===== src/rtl/count_seq_checker_sat_counter.sv =====
// Saturating event counter: holds at all-ones once full.
module sat_counter #(
  parameter int CNT_W = 8
) (
  input  logic             clk,
  input  logic             rst,
  input  logic             i_inc,
  output logic [CNT_W-1:0] o_count
);

  logic [CNT_W-1:0] r_count;

  always_ff @(posedge clk) begin
    if (rst)
      r_count <= '0;
    else if (i_inc && (r_count != '1))
      r_count <= r_count + CNT_W'(1);
  end

  assign o_count = r_count;

endmodule


===== config.mk =====
export PLATFORM = sky130hd
export DESIGN_NAME = sat_counter
export DESIGN_NICKNAME = d
export VERILOG_FILES = /design/src/rtl/count_seq_checker_sat_counter.sv
export SDC_FILE = /design/constraint.sdc
export NUM_CORES = 1
export LEC_CHECK = 0
export BUFFER_PORTS_ARGS = -buffer_cell sky130_fd_sc_hd__buf_2
export CAP_MARGIN = 10
export CORE_AREA = 2 2 39 41
export DETAILED_ROUTE_END_ITERATION = 10
export DIE_AREA = 0 0 41 43
export PLACE_DENSITY_LB_ADDON = 0.3
export SLEW_MARGIN = 10
export SYNTH_ARGS = -nofsm -noshare
export SYNTH_HDL_FRONTEND = slang
export SYNTH_SLANG_ARGS = --single-unit

===== constraint.sdc =====
create_clock -name clk -period 1.35 [get_ports clk]
set_input_delay 0.405 -clock clk [delete_from_list [all_inputs] [get_ports clk]]
set_output_delay 0.405 -clock clk [all_outputs]
set_load 0.02 [all_outputs]

# == Word-level counts from Yosys, hierarchy flattened ==
# Index checks and enable logic that the tools add are counted.
# word_totals
regBits,8
latchBits,0
mem_bits_rw,0
rom_bits,0
inputBits,3
out_inout_bits,8
elab_cells,4
mem_count,0
# classes
add_sub_neg,1
n_mul,0
n_div,0
n_lt_le_gt_ge,0
eq_ne,1
n_shift,0
mux,0
bitwise,0
reduce_logical,1
# ops
op,count
$add A8 B1 Y8 const B,1
$ne A8 B8 Y1 const B,1
$logic_and A1 B1 Y1,1

# == Longest topological paths before layout ==
# Gate-level depths: netlist (run 1).
# depth
ltp_word,2
mapped_depth,4
mapped_depth_nobuf,4

# == Least setup slack after synthesis (run 1) ==
# Ideal clock, no wire load.
# synth_timing
kind,register -> register
start,"reg r_count[0], in the netlist o_count[0]"
end,"reg r_count[0], in the netlist o_count[0]"
setup_time_ps,121
arrival_time_ps,1326
required_ps,1229
setup_slack_ps,-97
stages_incl_launch_ff,5
n_path_buf,0
period_less_slack_ps,1447
path_cell_list,dfxtp_1 -> ha_1 -> and3_4 -> a21boi_4 -> mux2_4
# synth_via
elab_chain_cells,2
word_cells_on_any_way,3
classes_between,1 x add/sub; 1 x eq/ne; 1 x reduce/logical
# synth_rtl
element,line,source
start: declaration,11,logic [CNT_W-1:0] r_count;
start signal: assignment,17,r_count <= r_count + CNT_W'(1);
"parallel branches: the longest is 2 deep, another holds $add A8 B1 Y8",-,
# Parallel ways; which one is timed is not known.
# A chain may end at the register's enable or synchronous reset.

# == Final worst setup path (run 1) ==
# layout_timing
start,"reg r_count[0], in the netlist o_count[0]"
end,out o_count[0]
# layout_lines
element,line,source
end: declaration,8,output logic [CNT_W-1:0] o_count
# No word-level cell between the ends.

==> reports/results.tsv, run 1 <==
stage	metric	value	unit
outcome	status	finished clean	
pwr	powerDensity	861	mW/mm^2
critical_path	cp-startpoint	o_count[0]	
routing	route.met3.wl	89	um
routing	vias_per_cell	5.45	
global_routing	grt_pass1_wl	1570	um
critical_path	reg2reg_slack	0.06	ns
placement	routabilityCongestion	0.805	
yosys	ys_warn_count	0	
placement	dp_hpwl	764	um
worst_hold_path	min_delay_path_depth	3	
critical_path	cp_max_fo	5	
worst_hold_path	hp-class	input pin to flip-flop	
floorplanning	start_util	31.1	%
routing	ant_nets	0	
routing	dr.pass1.iters	5	
pwr	peakVddDrop	367	uV
clocking	hold_buffers	0	
clocking	clk_pin_slew_worst_paths	0.06	ns
critical_path	reg2reg_depth	4	
clocking	cts_setup_buffers	0	
clocking	h-tree-depth	1	
clocking	root_buffer	clkbuf_4	
floorplanning	rows	14	
flow_run	maxCapViolations	0	
global_routing	antenna_found_initial	0	
placement	dpl_worst_slack	0.0662	ns
finish	nets	72	
timing	tns	0	ns
pwr	leakage	0.258	nW
finish	drive_gt1_share	45.5	%
timing	maxSlewHeadroom	82.3	%
timing	fmax	773	MHz
yosys	syn_area_per_cell	9.36	sq um
floorplanning	die_w	41	um
floorplanning	core	0.00138	sq mm
clocking	clock_latency	0.27	ns
floorplanning	die-area	0.00176	sq mm
global_routing	grt_overflow	0	
yosys	synth_area_leaders	dfxtp_1 (37%), a21oi_1 (5.8%), a21boi_4 (4.4%), nand2_1 (4.4%), and4_1 (4.1%)	
worst_hold_path	worstHoldStart	rst	
timing	fin_crit_sh	95.8	%
pwr	finalPower	502	uW
yosys	ys_types	25	
finish	antenna-diode-count	0	
global_routing	globalRouteTotalUtil	14.0	%
timing	hold_violations	0	
routing	wire_per_inst	12.5	um
routing	wl_met1	442	um
pwr	seq_power_share	49.8	%
yosys	synth_top_cell_by_area	dfxtp_1	
routing	wl_met2	471	um
pwr	power_frac_comb	10.8	%
timing	setup_viol	0	
critical_path	cp_data_required_time	0.95	ns
critical_path	regToRegEndpoint	o_count[0]	
clocking	cts_made_buffers	3	
routing	drc	0	
timing	post-route-min-period	1.29	ns
yosys	synth_top_area_share	37.2	%
finish	fillers	141	
timing	worst_hold_slack	0.464	ns
timing	rsz0062_at_grt	no	
routing	routed.top_layer	met4	
floorplanning	die_h	43	um
worst_hold_path	whs_endpoint	o_count[3]	
clocking	cts.path.max_buffers	2	
finish	largest_register_ffs	8	
yosys	synthCells	46	
yosys	ys_ff_latch	8	
pwr	sw_frac_of_total	25.8	%
critical_path	critPathKind	flip-flop to output pin	
yosys	netlist_area	430	sq um
finish	stdcell_area	583	sq um
routing	via_count	447	
global_routing	grt_pass1_vias	356	
timing	fin_worst_skew	0.0102	ns
timing	tightestPinTransition	0.266	ns
routing	drtIter0Drc	10	
global_routing	grt_max_degree	9	
critical_path	r2r-start	o_count[1]	
floorplanning	num_io_pins	11	
pwr	switchingPower	130	uW
clocking	postCtsResizedCells	0	
yosys	synth_fp_nets	50	
placement	portBuffers	10	
yosys	synth-seq-area-share	37.2	%
finish	syn_to_final_growth	35.5	%
critical_path	crit_path_end_kind	output pin	
pwr	p_int	372	uW
critical_path	crit_arrival	0.89	ns
placement	place_area	554	sq um
timing	slew_viol_final	0	
clocking	cts_tree	done	
timing	finalWorstSetupSlack	0.0565	ns
routing	wl	1020	um
critical_path	crit_path_start_kind	flip-flop	
clocking	cts_sinks	8	
pwr	pwr-share-clk	39.4	%
[worst max-delay path, stage by stage, from the launching register on]
cell and delay (ns):
dfxtp_2 0.32, buf_4 0.14, buf_2 0.15
[power by group through the flow]
stage | registers [mW] | logic (mW) | clock network (mW)
finish | 0.250 | 0.0543 | 0.198
global route | 0.250 | 0.0607 | 0.217
CTS | 0.249 | 0.0552 | 0.205
detailed placement | 0.255 | 0.0548 | 0
global placement | 0.254 | 0.0548 | 0
floorplan | 0.263 | 0.0211 | 0
[per-layer routing]
metal  vias up  global-route usage [%]
met5         -                       0
met4         0                    8.00
met3         4                    7.85
met2        23                    16.9
met1       201                    18.6
li1        219                       -
[kinds of logic after synthesis]
| family | count (synthesis) | share of synthesized area (%) |
|---|---|---|
| compound gates | 15 | 25.9 |
| fa+ha+maj | 1 | 2.91 |
| buf+inv | 2 | 3.49 |
| flops | 8 | 37.2 |
| mux | 2 | 5.81 |
| simple gates | 18 | 24.7 |
[final cells by class]
cell class              instances  area [sq um]  share of cell area, %
inverters                       1          3.75                  0.644
well taps                      16          20.0                   3.43
repair buffers                 18           115                   19.7
flip-flops and latches          8           164                   28.1
clock buffers                   3          22.5                   3.86
multi-input cells              36           258                   44.2
[synthesized netlist by cell type]
cell type,instances
dfxtp_1,8
a21oi_1,5
nand2_1,5
a211oi_1,2
and4_1,2
nand3_1,2
nand4_1,2
nor3_1,2
o21bai_1,2
a21boi_0,1
a21boi_4,1
a311oi_1,1
a31oi_1,1
and2b_2,1
and3_4,1
buf_6,1
ha_1,1
inv_1,1
mux2_4,1
mux2i_1,1
nand2b_1,1
nor2_1,1
o21ai_1,1
o311a_1,1
or3_2,1
[how the worst max path moves through the flow]
stage / end / slack (ns)
floorplan: o_count[0] / 0.002
global placement: o_count[3] / 0.06
detailed placement: o_count[0] / 0.07
CTS: o_count[2] / 0.02
global route: o_count[6] / 0.01
finish: o_count[0] / 0.06
[cells in the final DEF, fill, tap and decap left out, drive strengths merged]
cell,count
mux2,1
a311oi,1
inv,1
a21boi,2
nand4,2
nor3,2
a31oi,1
nand2,5
and3,1
nand2b,1
nor2,1
and4,2
a21oi,5
clkbuf,3
o311a,1
ha,1
or3,1
nand3,2
o21bai,2
buf,18
a211oi,2
and2b,1
o21ai,1
dfxtp,8
mux2i,1
[per-stage QoR]
stage / utilization (%) / cells
final: 42.1 / 82
after global placement: 40.1 / 79
after global routing: 42.1 / 82
after floorplan: - / 46
after CTS: 41.7 / 82
after detailed placement: 40.1 / 79
Note: power is estimated with default switching activity, not from simulation.
==> inputs of run 2 (changes only) <==
Settings changed: PLACE_DENSITY_LB_ADDON 0.3 to 0.08.
==> reports/results.tsv, run 2 (same netlist as run 1, synthesis figures left out) <==
stage	metric	value	unit
finish	antenna-diode-count	0	
routing	dr.pass1.iters	3	
floorplanning	die_h	43	um
finish	fillers	155	
pwr	leakage	0.253	nW
global_routing	grt_overflow	0	
critical_path	r2r-start	o_count[1]	
global_routing	globalRouteTotalUtil	13.8	%
critical_path	critical_path.slowest_cell	dfxtp_2	
floorplanning	rows	14	
clocking	cts_setup_buffers	0	
finish	layout_common_cells	buf_2 (10), buf_4 (7), a21oi_1 (5), nand2_1 (5), dfxtp_1 (5)	
clocking	clk_pin_slew_worst_paths	0.05	ns
placement	dp_hpwl	792	um
clocking	cts_tree	done	
clocking	cts.path.max_buffers	2	
timing	post-route-min-period	1.31	ns
finish	multi_input_area	258	sq um
routing	drtIter0Drc	5	
clocking	root_buffer	clkbuf_4	
finish	drive_gt1_share	44.6	%
critical_path	cp-startpoint	o_count[1]	
global_routing	grt_pass1_vias	372	
critical_path	reg2reg_slack	0.04	ns
critical_path	crit_path_start_kind	flip-flop	
floorplanning	core	0.00138	sq mm
finish	final_common_cell	buf_2	
clocking	clock_latency	0.25	ns
floorplanning	start_util	31.1	%
finish	largest_register_ffs	8	
timing	tns	0	ns
floorplanning	num_io_pins	11	
flow_run	maxCapViolations	0	
placement	portBuffers	10	
timing	hold_violations	0	
routing	wire_per_inst	12.4	um
outcome	status	finished clean	
critical_path	crit_arrival	1.44	ns
clocking	cts_sinks	8	
placement	place_area	547	sq um
global_routing	grt_max_degree	9	
critical_path	worst-path-buf-inv	0	
floorplanning	die_w	41	um
routing	wl	1000	um
finish	stdcell_area	571	sq um
clocking	hold_buffers	0	
timing	fmax	764	MHz
critical_path	crit_path_end_kind	flip-flop	
timing	fin_crit_sh	96.9	%
timing	rsz0062_at_grt	no	
clocking	h-tree-depth	1	
critical_path	critPathKind	flip-flop to flip-flop	
critical_path	crit_path_cell_trace	ha_2, and3_4, a21boi_4, mux2_4	
finish	final-seq-area	164	sq um
finish	nets	71	
routing	vias_per_cell	5.11	
finish	syn_to_final_growth	32.6	%
pwr	peakVddDrop	396	uV
placement	routabilityCongestion	0.709	
critical_path	cp_max_fo	5	
timing	fin_worst_skew	0.00152	ns
clocking	cts_made_buffers	3	
critical_path	reg2reg_depth	4	
routing	drc	0	
global_routing	antenna_found_initial	0	
critical_path	path_delay_family	flip-flops	
timing	setup_viol	0	
worst_hold_path	hp-class	input pin to flip-flop	
critical_path	regToRegEndpoint	o_count[0]	
clocking	postCtsResizedCells	0	
critical_path	endpoint	o_count[0]	
timing	tightestPinTransition	0.272	ns
critical_path	path_depth	4	
routing	ant_nets	0	
floorplanning	die-area	0.00176	sq mm
critical_path	cp_data_required_time	1.48	ns
routing	via_count	414	
critical_path	cp_slowest_stage_delay	0.34	ns
pwr	powerDensity	844	mW/mm^2
global_routing	grt_pass1_wl	1620	um
timing	maxSlewHeadroom	81.9	%
timing	slew_viol_final	0	
run 2: cell count changes in the layout (fill, tap and decap cells not counted):
cell and delta:
buf_2 +2, buf_4 -3
run 2: worst min path at each step:
stage,start,to,depth (start not counted)
final,rst,o_count[5],2
after CTS,rst,o_count[7],2
after detailed placement,o_count[1],o_count[1],2
after global placement,o_count[1],o_count[1],2
after floorplan,rst,o_count[7],1
after global routing,rst,o_count[7],2
run 2: routing by layer:
metal,up-vias,GRT usage (%),share of wire [%],wire [um]
met5,-,0,0,0
met4,0,6.00,0.50,5
met3,2,4.71,4.5,45
met2,8,18.8,46,463
met1,188,19.0,49,488
li1,216,-,-,-
run 2: layout make-up:
cell class | instances | area share, %
Multi-Input combinational cell | 36 | 45.2
Sequential cell | 8 | 28.7
Timing Repair Buffer | 17 | 18.0
Clock buffer | 3 | 3.95
Tap cell | 16 | 3.51
Inverter | 1 | 0.658
run 2: metrics by stage:
step | instances | worst slack (ns) | total power, mW | hold WS (ns) | utilization, %
floorplan | 46 | 0.00210 | 0.284 | 0.477 | -
global placement | 78 | 0.0435 | 0.308 | 0.478 | 39.5
detailed placement | 78 | 0.0425 | 0.307 | 0.486 | 39.5
CTS | 81 | 0.0338 | 0.492 | 0.419 | 41.1
global route | 81 | 0.00581 | 0.514 | 0.432 | 41.2
finish | 81 | 0.0412 | 0.481 | 0.425 | 41.2
run 2: worst reg2reg max path, stage by stage, from the launching register on:
cell and delay (ns):
dfxtp_2 0.34, ha_2 0.18, and3_4 0.20, a21boi_4 0.18, mux2_4 0.31
run 2: power by group:
group | total, mW | switching (mW) | internal (mW)
combinational | 0.0521 | 0.0277 | 0.0243
sequential | 0.250 | 0.00600 | 0.244
clock | 0.180 | 0.0782 | 0.102
total | 0.481 | 0.112 | 0.370
==> inputs of run 3 (changes only) <==
Settings changed: ABC_AREA set to 1.
==> reports/results.tsv, run 3 <==
stage	metric	value	unit
outcome	status	finished clean	
floorplanning	core	0.00138	sq mm
timing	tns	0	ns
global_routing	grt_overflow	0	
placement	portBuffers	10	
finish	fillers	170	
critical_path	critPathKind	flip-flop to output pin	
yosys	synthCells	77	
routing	wire_per_inst	10.3	um
clocking	clk_pin_slew_worst_paths	0.06	ns
routing	wl	1080	um
clocking	cts_made_buffers	3	
routing	vias_per_cell	4.61	
routing	drtIter0Drc	0	
floorplanning	die-area	0.00176	sq mm
yosys	synth_fp_nets	81	
yosys	ys_warn_count	0	
yosys	synth_top_cell_by_area	dfxtp_1	
timing	tightestPinTransition	0.252	ns
finish	nets	95	
finish	fin_cells	105	
routing	drc	0	
clocking	cts.path.max_buffers	2	
yosys	synth.most_common_cell	nand2_1	
finish	drive_gt1_share	31.5	%
placement	dp_hpwl	779	um
critical_path	crit_path_start_kind	flip-flop	
routing	via_count	484	
pwr	peakVddDrop	339	uV
timing	fin_worst_skew	0.00951	ns
yosys	async_reset_ff_share	0	%
floorplanning	die_h	43	um
floorplanning	rows	14	
routing	ant_nets	0	
timing	fmax	780	MHz
timing	rsz0062_at_grt	no	
clocking	cts_tree	done	
timing	fin_crit_sh	95.0	%
worst_hold_path	hp-class	input pin to flip-flop	
floorplanning	start_util	35.0	%
critical_path	cp_data_required_time	0.95	ns
finish	antenna-diode-count	0	
global_routing	grt_pass1_wl	1670	um
yosys	syn_area_per_cell	6.29	sq um
global_routing	globalRouteTotalUtil	14.5	%
critical_path	endpoint	o_count[0]	
global_routing	antenna_found_initial	0	
critical_path	reg2reg_slack	0.14	ns
routing	dr.pass1.iters	1	
yosys	synthFlopType	dfxtp_1	
placement	post-place-cells	102	
clocking	cts_sinks	8	
yosys	synth_edf_count	0	
yosys	ys_ff_latch	8	
clocking	cts_setup_buffers	0	
timing	setup_viol	0	
critical_path	reg2reg_depth	6	
yosys	synth_top_area_share	33.1	%
yosys	synth-seq-area-share	33.1	%
floorplanning	die_w	41	um
flow_run	maxCapViolations	0	
timing	slew_viol_final	0	
clocking	clock_latency	0.26	ns
yosys	synth_common_cells	nand2_1 (20), nor2_1 (15), inv_1 (9)	
finish	final_common_cell	nand2_1	
critical_path	cp-startpoint	o_count[0]	
global_routing	grt_pass1_vias	404	
clocking	h-tree-depth	1	
finish	layout_common_cells	nand2_1 (20), nor2_1 (15), inv_1 (9), buf_2 (9), nand3_1 (7)	
placement	routabilityCongestion	0.748	
yosys	synth_area_leaders	dfxtp_1 (33%), nand2_1 (16%), nor2_1 (12%), nand3_1 (7.2%), inv_1 (7.0%)	
pwr	leakage	0.293	nW
finish	syn_to_final_growth	19.6	%
critical_path	crit_path_end_kind	output pin	
critical_path	crit_arrival	0.88	ns
yosys	ys_types	15	
timing	post-route-min-period	1.28	ns
pwr	powerDensity	856	mW/mm^2
critical_path	r2r-start	o_count[1]	
global_routing	grt_max_degree	13	
critical_path	regToRegEndpoint	o_count[4]	
clocking	root_buffer	clkbuf_4	
critical_path	cp_max_fo	5	
finish	largest_register_ffs	8	
timing	maxSlewHeadroom	83.2	%
yosys	netlist_area	484	sq um
timing	hold_violations	0	
floorplanning	num_io_pins	11	
## run 3: power breakdown
group	switching [mW]	leakage, nW	internal [mW]
logic	0.0319	0.213	0.0236
clock network	0.0883	0.0138	0.102
registers	0.00660	0.0665	0.243
total	0.127	0.293	0.369
## run 3: kinds of logic (layout without fill, tap and decap cells)
family / count (synthesis) / after routing / share of synthesized area (%)
buffers and inverters: 13 / 25 / 12.4
DFF: 8 / 8 / 33.1
AOI/OAI and AO/OA: 7 / 7 / 7.23
and+or+nand+nor: 48 / 48 / 44.7
adders and majority gates: 1 / 1 / 2.58
## run 3: area by class of cell
cell class	instances	area [sq um]	area share, %
Sequential cell	8	165	28.5
Inverter	11	41.3	7.13
Tap cell	16	20.0	3.46
Timing Repair Buffer	11	60.1	10.4
Multi-Input combinational cell	56	270	46.7
Clock buffer	3	22.5	3.89
## run 3: repair_timing
item	in CTS	in global routing
hold buffers	0	0
setup endpoints to repair	1	8
gates resized for setup	1	6
## run 3: worst max-delay path, cell delays in order, from the launching register on
cell and delay (ns):
dfxtp_2 0.32, buf_4 0.14, buf_4 0.15
## run 3: metrics by stage
stage	setup WS, ns	util, %	instance area, sq um	power (mW)	hold WS, ns
global route	0.0258	41.9	579	0.531	0.416
finish	0.0679	41.9	579	0.496	0.414
detailed placement	0.116	39.2	543	0.306	0.487
global placement	0.109	39.2	543	0.307	0.469
floorplan	0.00578	-	484	0.289	0.540
CTS	0.0427	41.0	567	0.501	0.419
## run 3: how the worst min path moves through the flow
stage | cells after the start | start | to
final | 4 | rst | o_count[2]
after global routing | 4 | rst | o_count[2]
after CTS | 4 | rst | o_count[2]
after detailed placement | 2 | o_count[6] | o_count[6]
after global placement | 2 | o_count[6] | o_count[6]
after floorplan | 2 | o_count[6] | o_count[6]
## run 3: routing by layer
layer  part of all wire, %  global-route usage (%)
met3                   3.2                    3.14
met5                     0                       0
met2                    45                    19.4
met1                    50                    18.8
met4                   1.9                    12.0
